--- config.mk ---
export PLATFORM = sky130hd
export DESIGN_NAME = fifo_wr_arbiter
export DESIGN_NICKNAME = d
export VERILOG_FILES = /design/src/rtl/fifo_wr_arbiter.sv
export SDC_FILE = /design/constraint.sdc
export NUM_CORES = 1
export LEC_CHECK = 0
export CORE_ASPECT_RATIO = 0.7
export CORE_MARGIN = 5
export CORE_UTILIZATION = 30
export DETAILED_ROUTE_END_ITERATION = 10
export PLACE_DENSITY = 0.84
export SLEW_MARGIN = 5
export SYNTH_ARGS = -nofsm -noshare
export SYNTH_HDL_FRONTEND = slang
export SYNTH_SLANG_ARGS = --single-unit
--- constraint.sdc ---
create_clock -name clk_i -period 1.5 [get_ports clk_i]
set_input_delay 0.225 -clock clk_i [delete_from_list [all_inputs] [get_ports clk_i]]
set_output_delay 0.225 -clock clk_i [all_outputs]
set_load 0.005 [all_outputs]
--- src/rtl/fifo_wr_arbiter.sv ---
// Round-robin, burst-limited arbiter sharing one FIFO write port among N_REQ producers.
// Define FIFO_WR_ARB_STATS_EN to build the per-requester accepted-word counters.
//
// state | meaning
// Idle  | no grant; scan for the next requester after lastIdx
// Grant | gntIdx owns the write port until it drops valid or hits MAX_BURST words
module fifo_wr_arbiter #(
  parameter int N_REQ      = 4,
  parameter int DATA_WIDTH = 8,
  parameter int MAX_BURST  = 4
) (
  input  logic                          clk_i,
  input  logic                          rst_ni,
  input  logic [N_REQ-1:0]              req_valid_i,
  input  logic [N_REQ*DATA_WIDTH-1:0]   req_data_i,
  output logic [N_REQ-1:0]              req_ready_o,
  output logic [N_REQ-1:0]              grant_o,
  output logic                          fifo_we_o,
  output logic [DATA_WIDTH-1:0]         fifo_din_o,
  input  logic                          fifo_wrdy_i,
  output logic [N_REQ*16-1:0]           xfer_cnt_o
);

  localparam int IdxW = $clog2(N_REQ);
  localparam logic [IdxW-1:0] LastRst   = IdxW'(N_REQ - 1);
  localparam logic [7:0]      BurstLast = 8'(MAX_BURST - 1);

  typedef enum logic {Idle, Grant} state_e;

  state_e          state;
  logic [IdxW-1:0] gntIdx;
  logic [IdxW-1:0] lastIdx;
  logic [7:0]      burstCnt;
  logic [N_REQ-1:0] grantQ;

  logic [IdxW-1:0] pickIdx;
  logic [IdxW-1:0] candIdx;
  logic            pickHit;
  logic            gntValid;
  logic            xfer;

  // Walk offsets from farthest to nearest so the nearest valid requester after lastIdx wins.
  always_comb begin
    pickIdx = '0;
    candIdx = '0;
    pickHit = 1'b0;
    for (int k = N_REQ; k >= 1; k--) begin
      candIdx = IdxW'((int'(lastIdx) + k) % N_REQ);
      if (req_valid_i[candIdx]) begin
        pickIdx = candIdx;
        pickHit = 1'b1;
      end
    end
  end

  assign gntValid = req_valid_i[gntIdx];
  assign xfer     = (state == Grant) && gntValid && fifo_wrdy_i;

  always_comb begin
    req_ready_o = '0;
    if (xfer) req_ready_o[gntIdx] = 1'b1;
    fifo_we_o  = xfer;
    fifo_din_o = '0;
    if (state == Grant) fifo_din_o = req_data_i[gntIdx*DATA_WIDTH +: DATA_WIDTH];
  end

  assign grant_o = grantQ;

  always_ff @(posedge clk_i or negedge rst_ni) begin
    if (!rst_ni) begin
      state    <= Idle;
      gntIdx   <= '0;
      lastIdx  <= LastRst;
      burstCnt <= '0;
      grantQ   <= '0;
    end else begin
      case (state)
        Idle: begin
          if (pickHit) begin
            gntIdx          <= pickIdx;
            burstCnt        <= '0;
            grantQ          <= '0;
            grantQ[pickIdx] <= 1'b1;
            state           <= Grant;
          end
        end
        Grant: begin
          // A dropped valid and a final burst word release identically, so one branch covers both.
          if (!gntValid || (xfer && burstCnt == BurstLast)) begin
            lastIdx <= gntIdx;
            grantQ  <= '0;
            state   <= Idle;
          end else if (xfer) begin
            burstCnt <= burstCnt + 8'd1;
          end
        end
        default: state <= Idle;
      endcase
    end
  end

`ifdef FIFO_WR_ARB_STATS_EN
  logic [15:0] xferCnt [N_REQ];

  always_ff @(posedge clk_i or negedge rst_ni) begin
    if (!rst_ni) begin
      for (int i = 0; i < N_REQ; i++) xferCnt[i] <= '0;
    end else begin
      for (int i = 0; i < N_REQ; i++)
        if (req_ready_o[i]) xferCnt[i] <= xferCnt[i] + 16'd1;
    end
  end

  always_comb begin
    xfer_cnt_o = '0;
    for (int i = 0; i < N_REQ; i++) xfer_cnt_o[i*16 +: 16] = xferCnt[i];
  end
`else
  assign xfer_cnt_o = '0;
`endif

endmodule

==> summary by stage, run 1 <==
Global route
The via count of the first global-routing pass was 1,450. Global routing finished with a remaining overflow of 0. Entering global routing, the biggest net connects 18 pins. The first global-routing pass estimated 7.22 mm of wire. The global-route total usage across every layer is 0.121.

The initial antenna violation count is 0.

Synth
The largest area contributor in the netlist is buf_4. In this run the mean area of a mapped cell was 9.33 um^2. Counting flops with a built-in enable in the synthesized netlist gives 0. In the synthesized netlist, the number of instances is 183. After synthesis the netlist holds a flip-flop and latch count of 17. The prevailing post-synth register cell is dfrtp_1.

The async set or reset register ratio after synthesis is 1.00. Yosys printed 0 warnings. The share of synthesized area in the top cell type comes to 0.286. The number of different library cells used by synthesis comes to 41.

By area the synthesized netlist is led by buf_4 (29%), dfrtp_1 (22%), mux4_2 (9.2%), and2_1 (3.3%), dfstp_2 (3.1%). In this run the cell area of the synthesized design comes to 1710 um^2. The share of the Yosys chip area taken by registers is 0.251.

STA
Setup repair after global routing could not meet its margin everywhere. The worst hold margin is 0.291 ns. Of the available clock period, the critical path in the final layout requires 1.24. The final number of max-transition violations came to 0.

Between clock sinks in the finished design, the worst skew comes to 0.00331 ns. The post-layout minimum cycle time is 1.86 ns. The smallest setup slack after layout is -0.356 ns. The number of endpoints with negative hold slack in the final report is 0. The peak clock frequency supported by timing is 539 MHz. The number of endpoints failing setup at the final stage is 27.

Setup path
Traced cell by cell, the critical path runs through buf_6 > buf_6 > mux4_2 > and2_4 > buf_6. The largest single stage delay on the critical path is 0.48 ns. The kind of cell with the highest combined delay along the critical path is multiplexers. STA puts the critical path data arrival time at 1.63 ns. For this design, the slowest cell found on the critical path is mux4_2. STA classifies the critical path startpoint as a flip-flop.

STA classifies the critical path endpoint as a primary output. Counting stages on the worst path, the most repeated cell is buf_6. Together, buffers and inverters on the worst path number 3.

For flop-to-flop paths, the worst setup slack is -0.30 ns. At the worst endpoint, the required time is 1.27 ns. By startpoint and endpoint, the worst setup path is classified as reg2out. Along the worst path, the maximum fanout reaches 4.

Placed design
The congestion estimate from routability-driven global placement came to 0.842. The half-perimeter wire length of the detailed placement result is 3.70 mm. In this run the tool buffered the top-level ports with 55 buffer cells. Including well taps, the total number of placed cells is 331. OpenSTA, run right after detailed placement, puts the worst setup slack at -0.505 ns.

Hold path
The classification of the worst-slack hold path is in2async.

Clocking
In this run, post-CTS hold repair placed 0 buffers. The clock net in this run drives a total of 17 sinks. The clock passes through at most 2 buffers. After clock tree synthesis, the clock-pin slew on the worst setup and hold paths is 0.07 ns.

TritonCTS built the clock tree. The clock reaches the later pin of the worst-skew pair after 0.25 ns. The number of H-tree levels is 1. Counting the buffers created by CTS gives 3.

The clock root buffer master is clkbuf_8.

Floorplan
The full die area is 7320 um^2. For this configuration, the core starts out at a cell density of 0.304. The die is 73.1 um tall.

The initialized floorplan defines 23 standard-cell rows. The total I/O pin count is 120. In this run the horizontal extent of the chip is 100 um. The area of the core is 5610 um^2.

Power
Of the total power, combinational logic draws 0.705. The clock power share is 0.089. VDD sags by at most 0.911 mV.

The power per cell area is 1460 nW/um^2. Of the total power, the share spent switching nets is 0.346. The sequential share of power is 0.206. The internal power consumption is 2.49 mW. The reported leakage power is 1.24 nW.

The switching power of the nets is 1.32 mW.

Status
The final reports fail on negative setup slack. The flow ran to the end, but the final reports show violations.

Cells and area
Relative to the synthesized area, the layout overhead comes to 52.9%. Fill cells in the final layout number 515. The sequential cell area is 430 um^2.

In the final layout, the multi-input gates occupy 1120 um^2. The filler-free cell count of the finished design is 353. The net count of the finished layout is 319. The share of layout cells above drive strength 1 is 0.371. The number of diodes is 0.

Detailed routing
The number of search-and-repair iterations in the first detailed-routing pass is 4. The routed via count divided by cell count is 4.23. The total wire length after detailed routing is 4.81 mm. The routed layout has 1,492 vias.

The remaining antenna violation count is 0. The number of remaining DRC errors is 0. The routed wire length per instance is 13.6 um. The first routing iteration left 46 violations.

Run
Across the run, the number of max-cap violations was 0.
==> layout make-up <==
cell class                 instances  share of cell area
multi-input combinational        156               0.428
timing repair buffer              98               0.348
sequential                        17               0.165
tap                               75              0.0360
clock buffer                       3              0.0158
inverter                           3             0.00528
clock inverter                     1             0.00192
==> routing by layer <==
metal,up-vias,wire length [um],GRT usage
met5,-,0,0
li1,700,-,-
met4,0,0,0.00598
met3,0,530,0.0372
met1,713,1950,0.158
met2,79,2330,0.208
==> synth_stat cells (2+ instances only) <==
| cell type | count |
|---|---|
| nand3_1 | 4 |
| or4_1 | 3 |
| a32o_1 | 4 |
| nor2_1 | 5 |
| and3_1 | 2 |
| dfstp_2 | 2 |
| buf_4 | 65 |
| mux4_2 | 7 |
| a21oi_1 | 4 |
| nand2b_1 | 5 |
| mux2i_1 | 5 |
| or2_2 | 2 |
| nor3_1 | 2 |
| nor3b_1 | 2 |
| o21ai_0 | 3 |
| nand2_1 | 12 |
| nand4_1 | 3 |
| mux2_2 | 3 |
| clkbuf_1 | 2 |
| and2_1 | 9 |
| o31ai_1 | 2 |
| nand3b_1 | 2 |
| inv_1 | 3 |
| dfrtp_1 | 15 |
==> state kept, by name (all words and copies together) (netlist names) <==
register  flops
state         1
grant_o       4
burstCnt      8
lastIdx       2
gntIdx        2
==> power by group through the flow <==
stage / registers [mW] / clock network [mW] / logic [mW]
floorplan: 0.723 / 0 / 1.19
global placement: 0.763 / 0 / 1.97
detailed placement: 0.767 / 0 / 2.00
CTS: 0.782 / 0.347 / 2.41
global route: 0.812 / 0.370 / 2.90
finish: 0.786 / 0.338 / 2.68
==> cells in the final DEF, fill, tap and decap left out, types with 5 or more instances in the layout <==
| master | count |
|---|---|
| and2_4 | 5 |
| dfrtp_1 | 13 |
| buf_6 | 23 |
| clkdlybuf4s50_1 | 38 |
| conb_1 | 64 |
| mux4_2 | 8 |
| buf_2 | 6 |
| buf_4 | 27 |
| mux2i_1 | 5 |
| nand2_1 | 10 |
| nand2b_1 | 5 |
==> final timing paths <==
kind / from / endpoint / cells after the start
max: gntIdx[0] / fifo_din_o[6] / 5
min: rst_ni / grant_o[1] / 2
max reg2reg: gntIdx[0] / burstCnt[7] / 6
min reg2reg: burstCnt[4] / burstCnt[4] / 1
max in group asynchronous: rst_ni / lastIdx[0] / 2
min in group clk_i: req_valid_i[1] / state / 3
==> kinds of logic (layout without fill, tap and decap cells) <==
| group | count (synthesis) | in the layout | share of synthesized area |
|---|---|---|---|
| other | 1 | 64 | 0.00220 |
| flip-flops | 17 | 17 | 0.251 |
| AND/OR/NAND/NOR | 54 | 54 | 0.174 |
| AO/OA/AOI/OAI | 20 | 20 | 0.0916 |
| buffers and inverters | 73 | 105 | 0.309 |
| multiplexers | 17 | 17 | 0.165 |
| adder cells (fa/ha/maj) | 1 | 1 | 0.00733 |
==> stage by stage <==
| stage | cell area, um^2 | total power, mW | TNS, ns | util |
|---|---|---|---|---|
| 6_report | 2610 | 3.81 | -5.28 | 0.465 |
| 2_1_floorplan | 1950 | 1.91 | 0 | - |
| 3_5_place_dp | 2260 | 2.77 | -11.20 | 0.402 |
| 3_3_place_gp | 2260 | 2.73 | -10.97 | 0.402 |
| 5_1_grt | 2610 | 4.08 | -6.99 | 0.465 |
| 4_1_cts | 2470 | 3.54 | -4.84 | 0.440 |
==> timing repair <==
| item | in CTS | in global routing |
|---|---|---|
| setup endpoints to repair | 29 | 30 |
| setup buffers | 11 | 8 |
| cloned | 0 | 0 |
| pin swaps | 16 | 11 |
| resized for setup | 93 | 23 |
Note: power is estimated with default switching activity, not from simulation.
==> run 2: changes to the inputs <==
==> constraint.sdc (replaced) <==
create_clock -name clk_i -period 1.5 [get_ports clk_i]
set_input_delay 0.15 -clock clk_i [delete_from_list [all_inputs] [get_ports clk_i]]
set_output_delay 0.15 -clock clk_i [all_outputs]
set_load 0.005 [all_outputs]
==> summary by stage, run 2 (same netlist as run 1, synthesis figures left out) <==
Status
The checks that failed: negative setup slack. The run finished, with violations left.

STA
The smallest setup slack after layout is -0.323 ns (+0.0337 ns). Setup repair after global routing could not meet its margin everywhere. The worst hold margin is 0.207 ns (-0.0837 ns). The peak clock frequency supported by timing is 549 MHz (+1.9%). The number of endpoints with negative hold slack in the final report was 0 (unchanged). The post-layout minimum cycle time is 1.82 ns (-0.0337 ns). The final clock skew is 0.00209 ns (-0.00122 ns). The final number of max-transition violations is 0 (unchanged).

The number of endpoints failing setup at the final stage was 27 (unchanged). The post-route clock period utilization came to 1.22 (-0.0225).

Global route
The global-route total usage across every layer is 0.124 (+0.00329). The pin count of the biggest net entering global routing is 15 (-3). The via count of the first global-routing pass was 1,472 (+1.5%).

The initial antenna violation count is 0 (unchanged). The global route total overflow is 0 (unchanged). The global-route wire length before repair is 7.20 mm (-0.19%).

Run
The max-cap violation count is 0 (unchanged).

Setup path
The largest delay contributor family on the critical path is simple AND/OR/NAND/NOR gates. Walking the worst path, the cells encountered are buf_6 > nand3b_1 > buf_6 > a2bb2oi_4 > buf_6 > or4_4 > a21oi_2. The number of logic stages on the critical path including buffering came to 7 (+2). The highest cell delay on the worst timing path came to 0.47 ns (about the same). The flop-to-flop setup slack is -0.32 ns (-0.02 ns). The buffer and inverter count on the worst path came to 3 (unchanged). The worst setup path is of the reg2reg kind. The data arrival time of the critical path is 2.01 ns (+0.38 ns). The critical path starts at gntIdx[0].

The maximum fanout along the worst path is 5 (+1). The worst reg2reg path depth is 7 (+1). In this run the critical register-to-register path is launched from gntIdx[0].

The slowest cell on the critical path is or4_4. The last element of the critical path is burstCnt[7]. The kind of end point of the critical path is a flip-flop. STA classifies the critical path startpoint as a flip-flop. The endpoint identified for the worst register-to-register timing path is burstCnt[7]. The library cell appearing most often on the critical path is buf_6. The data required time of the worst path is 1.69 ns (+0.42 ns).

Detailed routing
The number of search-and-repair iterations in the first detailed-routing pass is 4 (unchanged). The sum of met2 wire segment lengths after detailed routing is 2.49 mm (+6.9%). Signal routing reaches up to met4. The remaining antenna violation count is 0 (unchanged). The total wire length after detailed routing came to 4.96 mm (+3.1%). The violation count after the first detailed-route iteration is 60 (+30%). The sum of met3 wire segment lengths after detailed routing is 426 um (-20%). The routed via count divided by cell count is 4.35 (+2.9%). The routed wire length per instance came to 14.1 um (+3.7%).

The total vias in the final route is 1,526 (+2.3%). The sum of routed wire segments on met1 is 1.91 mm (-2.0%). The number of remaining DRC errors was 0 (unchanged).

Floorplan
The initial core utilization came to 0.304 (unchanged). The area of the core came to 5610 um^2 (unchanged). The die boundary height is 73.1 um (unchanged). The number of core rows is 23 (unchanged). The width of the die is 100 um (unchanged). The total I/O pin count is 120 (unchanged).

The full die area was 7320 um^2 (unchanged).

Clocking
The TritonCTS sink count is 17 (unchanged). The insertion delay of the later-clocked pin in the worst-skew pair is 0.25 ns (about the same). The post-CTS clock slew at the launch and capture registers of the worst setup and hold paths was 0.07 ns (about the same). TritonCTS built the clock tree. The number of H-tree levels was 1 (unchanged). The number of buffers added by the clock tree synthesis step was 3 (unchanged).

The worst-case clock buffer depth was 2 (unchanged). The hold-fix buffer count after cts came to 0 (unchanged). The tree is rooted in a clkbuf_8.

Cells and area
The number of diodes came to 0 (unchanged). The final core utilization is 0.467 (+0.00223). The share of layout cells above drive strength 1 is 0.359 (-0.0118). The number of flip-flops in the largest register was 8 (unchanged). In the layout the commonest cells are conb_1 (64), clkdlybuf4s50_1 (38), buf_4 (24), buf_6 (22), dfrtp_1 (13). The most common library cell in the layout ignoring fill and taps is conb_1. The register with the highest flop count is burstCnt. The layout overhead on the synthesized area is 53.6%. The filler cell count in the final layout is 517 (+0.39%). The net count of the finished layout is 317 (-0.63%). The filler-free cell count of the finished design came to 351 (-0.57%).

Hold path
The classification of the worst-slack hold path is in2async.

Placed design
The routability congestion estimate from global placement is 0.780 (-7.4%). The worst setup slack after placement is -0.453 ns (+0.0514 ns). The number of cells in the design after placement is 328 (-0.91%). The port buffer count was 55 (unchanged). The half-perimeter wire length of the detailed placement result is 3.74 mm (+1.1%).

Power
The power per cell area is 1510 nW/um^2 (+3.6%). The reported leakage power was 1.24 nW (+0.16%). The highest ir drop seen on vdd is 0.912 mV (+0.13%).

The total power was 3.96 mW (+4.1%).
-- run 2: cell count changes in the layout (fill, tap and decap cells not counted), sizes merged --
cell / before / now
dlygate4sd2: 4 / 3
buf: 56 / 54
dlymetal6s2s: 0 / 1
-- run 2: how the worst min path moves through the flow --
stage,start,endpoint,slack (ns),depth (start not counted)
finish,rst_ni,grant_o[3],0.21,1
global route,rst_ni,grant_o[0],0.24,1
CTS,rst_ni,grant_o[3],0.22,1
detailed placement,rst_ni,grant_o[3],0.49,1
global placement,rst_ni,grant_o[0],0.48,1
floorplan,rst_ni,burstCnt[0],-0.15,0
-- run 2: per-layer routing --
layer | GRT usage | vias to the layer above
li1 | - | 699
met1 | 0.151 | 731
met2 | 0.217 | 85
met3 | 0.0277 | 11
met4 | 0.0433 | 0
met5 | 0 | -
-- run 2: per-stage QoR --
stage                     setup TNS (ns)  cell area (um^2)
after floorplan                        0              1940
after global placement             -9.06              2250
after detailed placement          -10.07              2250
after CTS                          -5.09              2540
after global routing               -7.56              2620
final                              -6.14              2620
-- run 2: final cells by class --
type	instances	area (um^2)	area share
Clock buffer	3	41.3	0.0158
Clock inverter	1	5.00	0.00191
Multi-Input combinational cell	156	1110	0.423
Inverter	3	13.8	0.00525
Tap cell	75	93.8	0.0358
Sequential cell	17	430	0.164
Timing Repair Buffer	96	927	0.354
-- run 2: power by group --
part / switching (mW) / total (mW) / internal (mW)
Sequential: 0.130 / 0.757 / 0.627
Combinational: 1.08 / 2.86 / 1.78
Clock: 0.160 / 0.345 / 0.185
Total: 1.37 / 3.96 / 2.59
-- run 2: timing repair --
| action | in CTS | in global routing |
|---|---|---|
| endpoints found under the hold margin | 0 | 0 |
| pin swaps | 22 | 5 |
| setup endpoints to repair | 29 | 30 |
| buffers inserted | 17 | 4 |
| resized for setup | 96 | 20 |
==> run 3: changes to the inputs <==
GPL_ROUTABILITY_DRIVEN = 0   (was not set)
==> results of run 3 <==
No change in the layout: final DEF, timing and power equal those of run 2.
